**config.mk**
```make
export PLATFORM = sky130hd
export DESIGN_NAME = traffic_light_monitor
export DESIGN_NICKNAME = d
export VERILOG_FILES = /design/src/rtl/traffic_light_monitor.sv
export SDC_FILE = /design/constraint.sdc
export NUM_CORES = 1
export LEC_CHECK = 0
export ABC_AREA = 1
export CORE_UTILIZATION = 27
export CTS_CLUSTER_SIZE = 40
export DETAILED_ROUTE_END_ITERATION = 16
export GPL_ROUTABILITY_DRIVEN = 0
export PLACE_DENSITY = 0.43
export RECOVER_POWER = 100
export SYNTH_ARGS = -nofsm -noshare
export SYNTH_HDL_FRONTEND = slang
export SYNTH_SLANG_ARGS = --single-unit
```
**constraint.sdc**
```tcl
create_clock -name clock -period 2.3 [get_ports clock]
set_clock_uncertainty 0.05 [all_clocks]
set_input_delay 0.575 -clock clock [delete_from_list [all_inputs] [get_ports clock]]
set_output_delay 0.575 -clock clock [all_outputs]
set_load 0.02 [all_outputs]
```
**src/rtl/traffic_light_monitor.sv**
```systemverilog
// traffic_light_monitor: safety checker on the roadA/roadB lamp buses.
// Decodes each lamp pair into a signal phase, follows the legal phase
// sequence, enforces min/max dwell times and latches the first fault.
// Ports:
//   clock        system clock, rising edge
//   rst          synchronous active-high reset
//   roadA/roadB  one-hot lamps: 100 green, 010 yellow, 001 red
//   fault        sticky fault flag
//   fault_code   first fault: 1 encoding, 2 conflict, 3 illegal step,
//                4 short dwell, 5 long yellow; 0 none
//   phase        tracked phase: AG=0 AY=1 RR1=2 BG=3 BY=4 RR2=5 SYNC=7
//   cycle_count  completed signal cycles, wraps
module traffic_light_monitor #(
    parameter int CNT_W       = 5,
    parameter int MIN_GREEN_A = 10,
    parameter int MIN_GREEN_B = 12,
    parameter int MIN_YELLOW  = 4,
    parameter int MAX_YELLOW  = 8,
    parameter int MIN_ALLRED  = 2
) (
    input  logic       clock,
    input  logic       rst,
    input  logic [2:0] roadA,
    input  logic [2:0] roadB,
    output logic       fault,
    output logic [2:0] fault_code,
    output logic [2:0] phase,
    output logic [7:0] cycle_count
);
    typedef enum logic [2:0] {
        AG   = 3'd0,
        AY   = 3'd1,
        RR1  = 3'd2,
        BG   = 3'd3,
        BY   = 3'd4,
        RR2  = 3'd5,
        SYNC = 3'd7
    } phase_t;

    phase_t           phase_q, phase_d, dec, succ;
    logic [CNT_W-1:0] dwell_q, dwell_d, min_dwell;
    logic [7:0]       cnt_q, cnt_d;
    logic             fault_q;
    logic [2:0]       code_q, viol;
    logic             a_g, a_y, a_r, b_g, b_y, b_r;
    logic             invalid, conflict, in_sync, stay, adv, yellow;

    assign a_g = roadA == 3'b100;
    assign a_y = roadA == 3'b010;
    assign a_r = roadA == 3'b001;
    assign b_g = roadB == 3'b100;
    assign b_y = roadB == 3'b010;
    assign b_r = roadB == 3'b001;

    assign invalid  = !(a_g || a_y || a_r) || !(b_g || b_y || b_r);
    assign conflict = !a_r && !b_r;
    assign in_sync  = phase_q == SYNC;
    assign yellow   = phase_q == AY || phase_q == BY;

    // All-red is ambiguous on its own; the clearance it belongs to follows
    // from which road was last released.
    assign dec = a_g ? AG : a_y ? AY : b_g ? BG : b_y ? BY :
                 (phase_q == AY || phase_q == RR1) ? RR1 : RR2;

    always_comb begin
        succ      = SYNC;
        min_dwell = CNT_W'(MIN_ALLRED);
        case (phase_q)
            AG:      begin succ = AY;  min_dwell = CNT_W'(MIN_GREEN_A); end
            AY:      begin succ = RR1; min_dwell = CNT_W'(MIN_YELLOW);  end
            RR1:     succ = BG;
            BG:      begin succ = BY;  min_dwell = CNT_W'(MIN_GREEN_B); end
            BY:      begin succ = RR2; min_dwell = CNT_W'(MIN_YELLOW);  end
            RR2:     succ = AG;
            default: succ = SYNC;
        endcase
    end

    assign stay = dec == phase_q;
    assign adv  = dec == succ;

    // Highest-priority violation present in this sample.
    assign viol = invalid  ? 3'd1 :
                  conflict ? 3'd2 :
                  (!in_sync && !stay && !adv) ? 3'd3 :
                  (!in_sync && adv && dwell_q < min_dwell) ? 3'd4 :
                  (!in_sync && stay && yellow && dwell_q == CNT_W'(MAX_YELLOW)) ? 3'd5 :
                  3'd0;

    always_comb begin
        phase_d = phase_q;
        dwell_d = dwell_q;
        cnt_d   = cnt_q;
        if (!fault_q && viol == 3'd0) begin
            if (in_sync) begin
                if (dec == AG) begin
                    phase_d = AG;
                    dwell_d = CNT_W'(1);
                end
            end else if (adv) begin
                phase_d = dec;
                dwell_d = CNT_W'(1);
                if (phase_q == RR2)
                    cnt_d = cnt_q + 8'd1;
            end else if (dwell_q != '1) begin
                dwell_d = dwell_q + CNT_W'(1);
            end
        end
    end

    always_ff @(posedge clock) begin
        if (rst) begin
            phase_q <= SYNC;
            dwell_q <= '0;
            cnt_q   <= '0;
            fault_q <= 1'b0;
            code_q  <= '0;
        end else begin
            phase_q <= phase_d;
            dwell_q <= dwell_d;
            cnt_q   <= cnt_d;
            if (!fault_q && viol != 3'd0) begin
                fault_q <= 1'b1;
                code_q  <= viol;
            end
        end
    end

    assign fault       = fault_q;
    assign fault_code  = code_q;
    assign phase       = phase_q;
    assign cycle_count = cnt_q;
endmodule

```
==> flow_summary.yaml, run 1 <==
route:
  ant_nets: 0
  drt_iter0_drc: 66
  detail_route.first_pass.iterations: 4
  drc: 0
  vias_per_cell: 4.49
  num_vias: 1762
  routed_wl_mm: 4.33
  wire_per_inst_um: 11.0
yosys:
  synth.top_cell.area_share_pct: 26.0
  yosys.area.top_type: "dfxtp_1"
  synth_cells: 241
  synth.area.top_cells: "dfxtp_1 (26%), nand2_1 (15%), nand3_1 (8.8%)"
  yosysSeqAreaShare_pct: 26.0
  yosys_warnings: 0
  netlist_area_mm2: 0.00154
  syn_nets: 255
  yosys_register_bits: 20
  synth_cell_types: 28
  syn_avg_cell_area_um2: 6.39
timing:
  setup-tns-final_ns: 0
  fin_crit_sh_pct: 93.9
  finalWorstSetupSlack_ns: 0.141
  finalSetupViolations: 0
  fin_crit_ns: 2.16
  tightest_slew_ns: 0.493
  max_freq_mhz: 463
  maxSlewViolCount: 0
  maxSlewHeadroom_pct: 66.8
  hold_viol: 0
power:
  p_leak_nw: 1.22
  share_comb_of_total_power_pct: 20.9
  switchingPower_uw: 215
  power.clock.fraction_pct: 34.7
  power_density_mw_per_mm2: 316
  ir_drop_mv: 0.243
  totalPowerFinal_uw: 792
  p_int_uw: 577
  p_sw_share_pct: 27.2
  sequentialPowerShare_pct: 44.4
die:
  die_w_um: 77.5
  die_h_um: 77.5
  rows: 27
  start_util_pct: 27.9
  coreArea_mm2: 0.00551
  io_pins: 23
  die_area_mm2: 0.00601
clock_network:
  cts-root-buf: "clkbuf_8"
  htreeDepth: 1
  clock_latency_ns: 0.26
  cts.sinks: 20
  clkTransAtPathRegs_ns: 0.08
  cts_buffer_depth: 2
  cts_made_buffers: 3
  cts_tree: "yes"
  postCtsHoldBufs: 0
global_routing:
  grt_overflow: 0
  grt_usage_pct: 15.3
  grt_pass1_vias: 1649
  grt_pass1_wl_mm: 7.47
  antenna_found_initial: 0
  grt_max_degree: 12
hold_path:
  hold_path_class: "flip-flop to flip-flop"
  worstHoldStart: "fault_code[1]"
placed_design:
  hpwl_mm: 3.29
  post-place-ws_ns: -0.571
  portBuffers: 22
critical_path:
  cp.required_ns: 2.45
  crit_type: "flip-flop to flip-flop"
  worstPathArrival_ns: 2.31
  crit_start: "phase[1]"
  timing.rr.start: "phase[1]"
  critPathLaunchType: "flip-flop"
  crit_fanout: 5
  cp-end-kind: "flip-flop"
run:
  maxCapViolations: 0
cells_and_area:
  nets: 335
  diodes: 0
  synthToLayoutAreaGrowth_pct: 62.8
  drive_above_1_share_pct: 39.1
  fillCellCount: 570
outcome:
  run_status: "completed"
[layout by cell type (no fill, tap or decap), types with 4 or more instances in the layout]
| master | Yosys | final |
|---|---|---|
| a21oi_1 | 14 | 11 |
| buf_4 | 0 | 50 |
| buf_6 | 2 | 8 |
| clkbuf_2 | 0 | 6 |
| clkbuf_8 | 0 | 4 |
| dfxtp_1 | 20 | 17 |
| dlygate4sd3_1 | 0 | 14 |
| ha_1 | 6 | 6 |
| inv_1 | 33 | 25 |
| inv_2 | 2 | 8 |
| nand2_1 | 61 | 51 |
| nand2_2 | 8 | 11 |
| nand2_4 | 0 | 7 |
| nand3_1 | 27 | 17 |
| nand3_2 | 1 | 8 |
| nand3_4 | 3 | 6 |
| nand4_1 | 14 | 14 |
| nor2_1 | 20 | 20 |
[per-layer routing]
metal  up-vias  track usage, %  wire length (um)
met5         -               0                 0
met4         0            2.26                14
met3         2            2.59                94
met2        19            25.8              2070
met1       787            20.7              2150
li1        954               -                 -
[power groups by stage]
stage / registers (mW) / clock network [mW] / logic (mW)
2_1_floorplan: 0.368 / 0 / 0.0594
3_3_place_gp: 0.363 / 0 / 0.133
3_5_place_dp: 0.363 / 0 / 0.133
4_1_cts: 0.355 / 0.286 / 0.148
5_1_grt: 0.352 / 0.297 / 0.182
6_report: 0.351 / 0.275 / 0.166
[cell usage after synthesis, drive strengths merged]
cell type,instances
a21oi,14
a32o,1
buf,3
clkbuf,2
clkinv,1
dfxtp,20
ha,6
inv,35
nand2,69
nand3,31
nand3b,2
nand4,15
nor2,22
nor3,5
nor3b,1
nor4,3
o21ai,9
xor2,2
[final timing paths]
path | endpoint | slack [ns] | depth (start not counted)
max | cycle_count[0] | 0.14 | 18
min | fault_code[1] | 0.44 | 2
max reg2reg | cycle_count[0] | 0.14 | 18
min reg2reg | fault_code[1] | 0.44 | 2
[sequential cells by signal, indices dropped and copies added (netlist names)]
register,cells
cycle_count,8
dwell_q,5
fault_code,3
fault,1
phase,3
[worst max-delay path, cell delays in order (launching register included)]
cell and delay, ns:
dfxtp_4 0.37, inv_4 0.05, buf_4 0.12, nand3_2 0.08
nand2_2 0.09, nand2_4 0.07, nand2_4 0.09, nand2_4 0.06
nand2_1 0.06, nand2_2 0.06, nand4_1 0.15, o21ai_4 0.10
buf_6 0.13, nor2_4 0.16, buf_6 0.13, nand4_4 0.09
nand2_1 0.09, nand2_1 0.05, nor2_1 0.09
[layout make-up]
cell class                 count  area (um2)  area share, %
clock buffer                   4        55.1           2.20
multi-input combinational    180        1150           46.0
timing repair buffer          80         656           26.2
inverter                      36         140           5.59
tap                           72        90.1           3.60
sequential                    20         412           16.4
[cells by family (layout without fill, tap and decap cells)]
kind of cell | count (synthesis) | in the layout | synth area share [%]
flops | 20 | 20 | 26.0
fa+ha+maj | 6 | 6 | 4.88
buf+inv | 41 | 120 | 11.1
compound gates | 24 | 24 | 8.37
xor+xnor | 2 | 2 | 1.14
simple gates | 148 | 148 | 48.5
[through the flow]
step | util (%) | cell area (um2) | instances | hold slack, ns
finish | 45.5 | 2500 | 392 | 0.440
global route | 45.5 | 2500 | 392 | 0.462
CTS | 42.3 | 2330 | 385 | 0.434
detailed placement | 39.2 | 2160 | 376 | 0.423
global placement | 39.2 | 2160 | 376 | 0.421
floorplan | - | 1540 | 241 | 0.415
[what timing repair did]
action,CTS,global route
setup buffers,5,9
pin swaps,11,28
endpoints found under the setup margin,20,19
gates resized for setup,33,53
Note: power is estimated with default switching activity, not from simulation.
==> run 2, diff against run 1 <==
- SKIP_LAST_GASP: unset -> 1
- TNS_END_PERCENT: unset -> 50
==> flow_summary.yaml, run 2 (synthesis gave the netlist of run 1 again) <==
clock_network:
  clock_latency_ns: 0.26
  cts_tree: "yes"
  clkTransAtPathRegs_ns: 0.08
  cts_made_buffers: 3
  cts-root-buf: "clkbuf_8"
  htreeDepth: 1
  postCtsHoldBufs: 0
  cts.sinks: 20
  cts_buffer_depth: 2
power:
  share_comb_of_total_power_pct: 20.8
  totalPowerFinal_uw: 792
  switchingPower_uw: 216
  p_int_uw: 576
  power_density_mw_per_mm2: 319
  p_leak_nw: 1.21
  ir_drop_mv: 0.244
  p_sw_share_pct: 27.3
  sequentialPowerShare_pct: 44.4
  power.clock.fraction_pct: 34.8
global_routing:
  grt_pass1_wl_mm: 7.47
  grt_usage_pct: 15.3
  grt_pass1_vias: 1649
  antenna_found_initial: 0
  grt_max_degree: 12
  grt_overflow: 0
cells_and_area:
  drive_above_1_share_pct: 38.4
  synthToLayoutAreaGrowth_pct: 61.3
  fillCellCount: 572
  final_common_cell: "buf_4"
  finalNonFillerCells: 392
  diodes: 0
  design_area_mm2: 0.00248
  largest_register_ffs: 8
  final_util_pct: 45.1
  nets: 335
  final_cell_mix: "buf_4 (52), nand2_1 (50), inv_1 (25)"
route:
  routed_wl_mm: 4.33
  ant_nets: 0
  vias_per_cell: 4.55
  detail_route.first_pass.iterations: 4
  drc: 0
  drt_iter0_drc: 62
  wire_per_inst_um: 11.0
  num_vias: 1782
placed_design:
  hpwl_mm: 3.29
  placed_cell_area_mm2: 0.00216
  portBuffers: 22
  post-place-cells: 376
  post-place-ws_ns: -0.571
outcome:
  run_status: "completed"
timing:
  max_freq_mhz: 460
  setup-tns-final_ns: 0
  maxSlewViolCount: 0
  rsz0062_at_grt: "true"
  hold_slack_ns: 0.440
  tightest_slew_ns: 0.484
  finalSetupViolations: 0
  finalWorstSetupSlack_ns: 0.127
  fin_crit_ns: 2.17
  fin_crit_sh_pct: 94.5
  hold_viol: 0
  maxSlewHeadroom_pct: 67.4
die:
  die_area_mm2: 0.00601
  die_w_um: 77.5
  die_h_um: 77.5
  start_util_pct: 27.9
  rows: 27
  coreArea_mm2: 0.00551
  io_pins: 23
hold_path:
  hold_path_class: "flip-flop to flip-flop"
  holdPathEnd: "fault_code[1]"
  whs_path_depth: 2
  worstHoldStart: "fault_code[1]"
critical_path:
  critPathLaunchType: "flip-flop"
  crit_type: "flip-flop to flip-flop"
  reg2reg_slack_ns: 0.13
  r2r_end: "cycle_count[1]"
  worstPathArrival_ns: 2.28
  cp-end-kind: "flip-flop"
  crit_fanout: 5
  r2r_cells: 17
  cp.required_ns: 2.41
  timing.rr.start: "phase[0]"
run:
  maxCapViolations: 0
==> run 2: cell counts in the layout (fill, tap and decap cells not counted) <==
No cell type changed its count.
==> run 2: power groups by stage <==
| stage | clock network, mW | registers [mW] | logic (mW) |
|---|---|---|---|
| 6_report | 0.276 | 0.351 | 0.165 |
| 4_1_cts | 0.286 | 0.355 | 0.148 |
| 5_1_grt | 0.297 | 0.353 | 0.181 |
| 3_3_place_gp | 0 | 0.363 | 0.133 |
| 3_5_place_dp | 0 | 0.363 | 0.133 |
| 2_1_floorplan | 0 | 0.368 | 0.0594 |
==> run 2: final cells by class <==
cell class / count / area (um2) / area share, %
Multi-Input combinational cell: 180 / 1140 / 46.0
Timing Repair Buffer: 80 / 648 / 26.1
Tap cell: 72 / 90.1 / 3.63
Sequential cell: 20 / 412 / 16.6
Inverter: 36 / 135 / 5.44
Clock buffer: 4 / 55.1 / 2.22
==> run 2: what timing repair did <==
action / CTS / global route
endpoints found under the setup margin: 20 / 20
gates resized for setup: 30 / 51
gates cloned: 0 / 0
pin swaps: 11 / 27
setup buffers: 5 / 8
==> run 2: layer usage <==
layer	GRT usage, %	share of wire [%]	vias up
li1	-	-	956
met1	20.7	49	803
met2	25.8	48	21
met3	2.59	2.4	2
met4	2.26	0.32	0
met5	0	0	-
==> run 2: worst max-delay path, stage by stage (launching register included) <==
cell     delay, ns
dfxtp_4       0.36
inv_2         0.07
buf_4         0.12
nand3_1       0.08
nand2_2       0.09
nand2_4       0.07
nand2_4       0.09
nand2_4       0.06
nand2_1       0.06
nand2_2       0.06
nand4_1       0.15
o21ai_4       0.10
buf_6         0.13
nor2_4        0.14
buf_4         0.15
nand4_4       0.10
nor2_1        0.12
nor2_1        0.05
==> run 2: worst max-delay path by stage <==
stage               startpoint              to  slack, ns  cells past startpoint
floorplan             phase[0]  cycle_count[6]       0.01                     13
global placement      roadA[0]  cycle_count[1]      -0.56                     15
detailed placement    roadA[0]  cycle_count[1]      -0.57                     15
CTS                   roadA[2]        phase[0]      -0.01                     18
global route          phase[0]  cycle_count[2]      -0.04                     17
finish                phase[0]  cycle_count[1]       0.13                     17
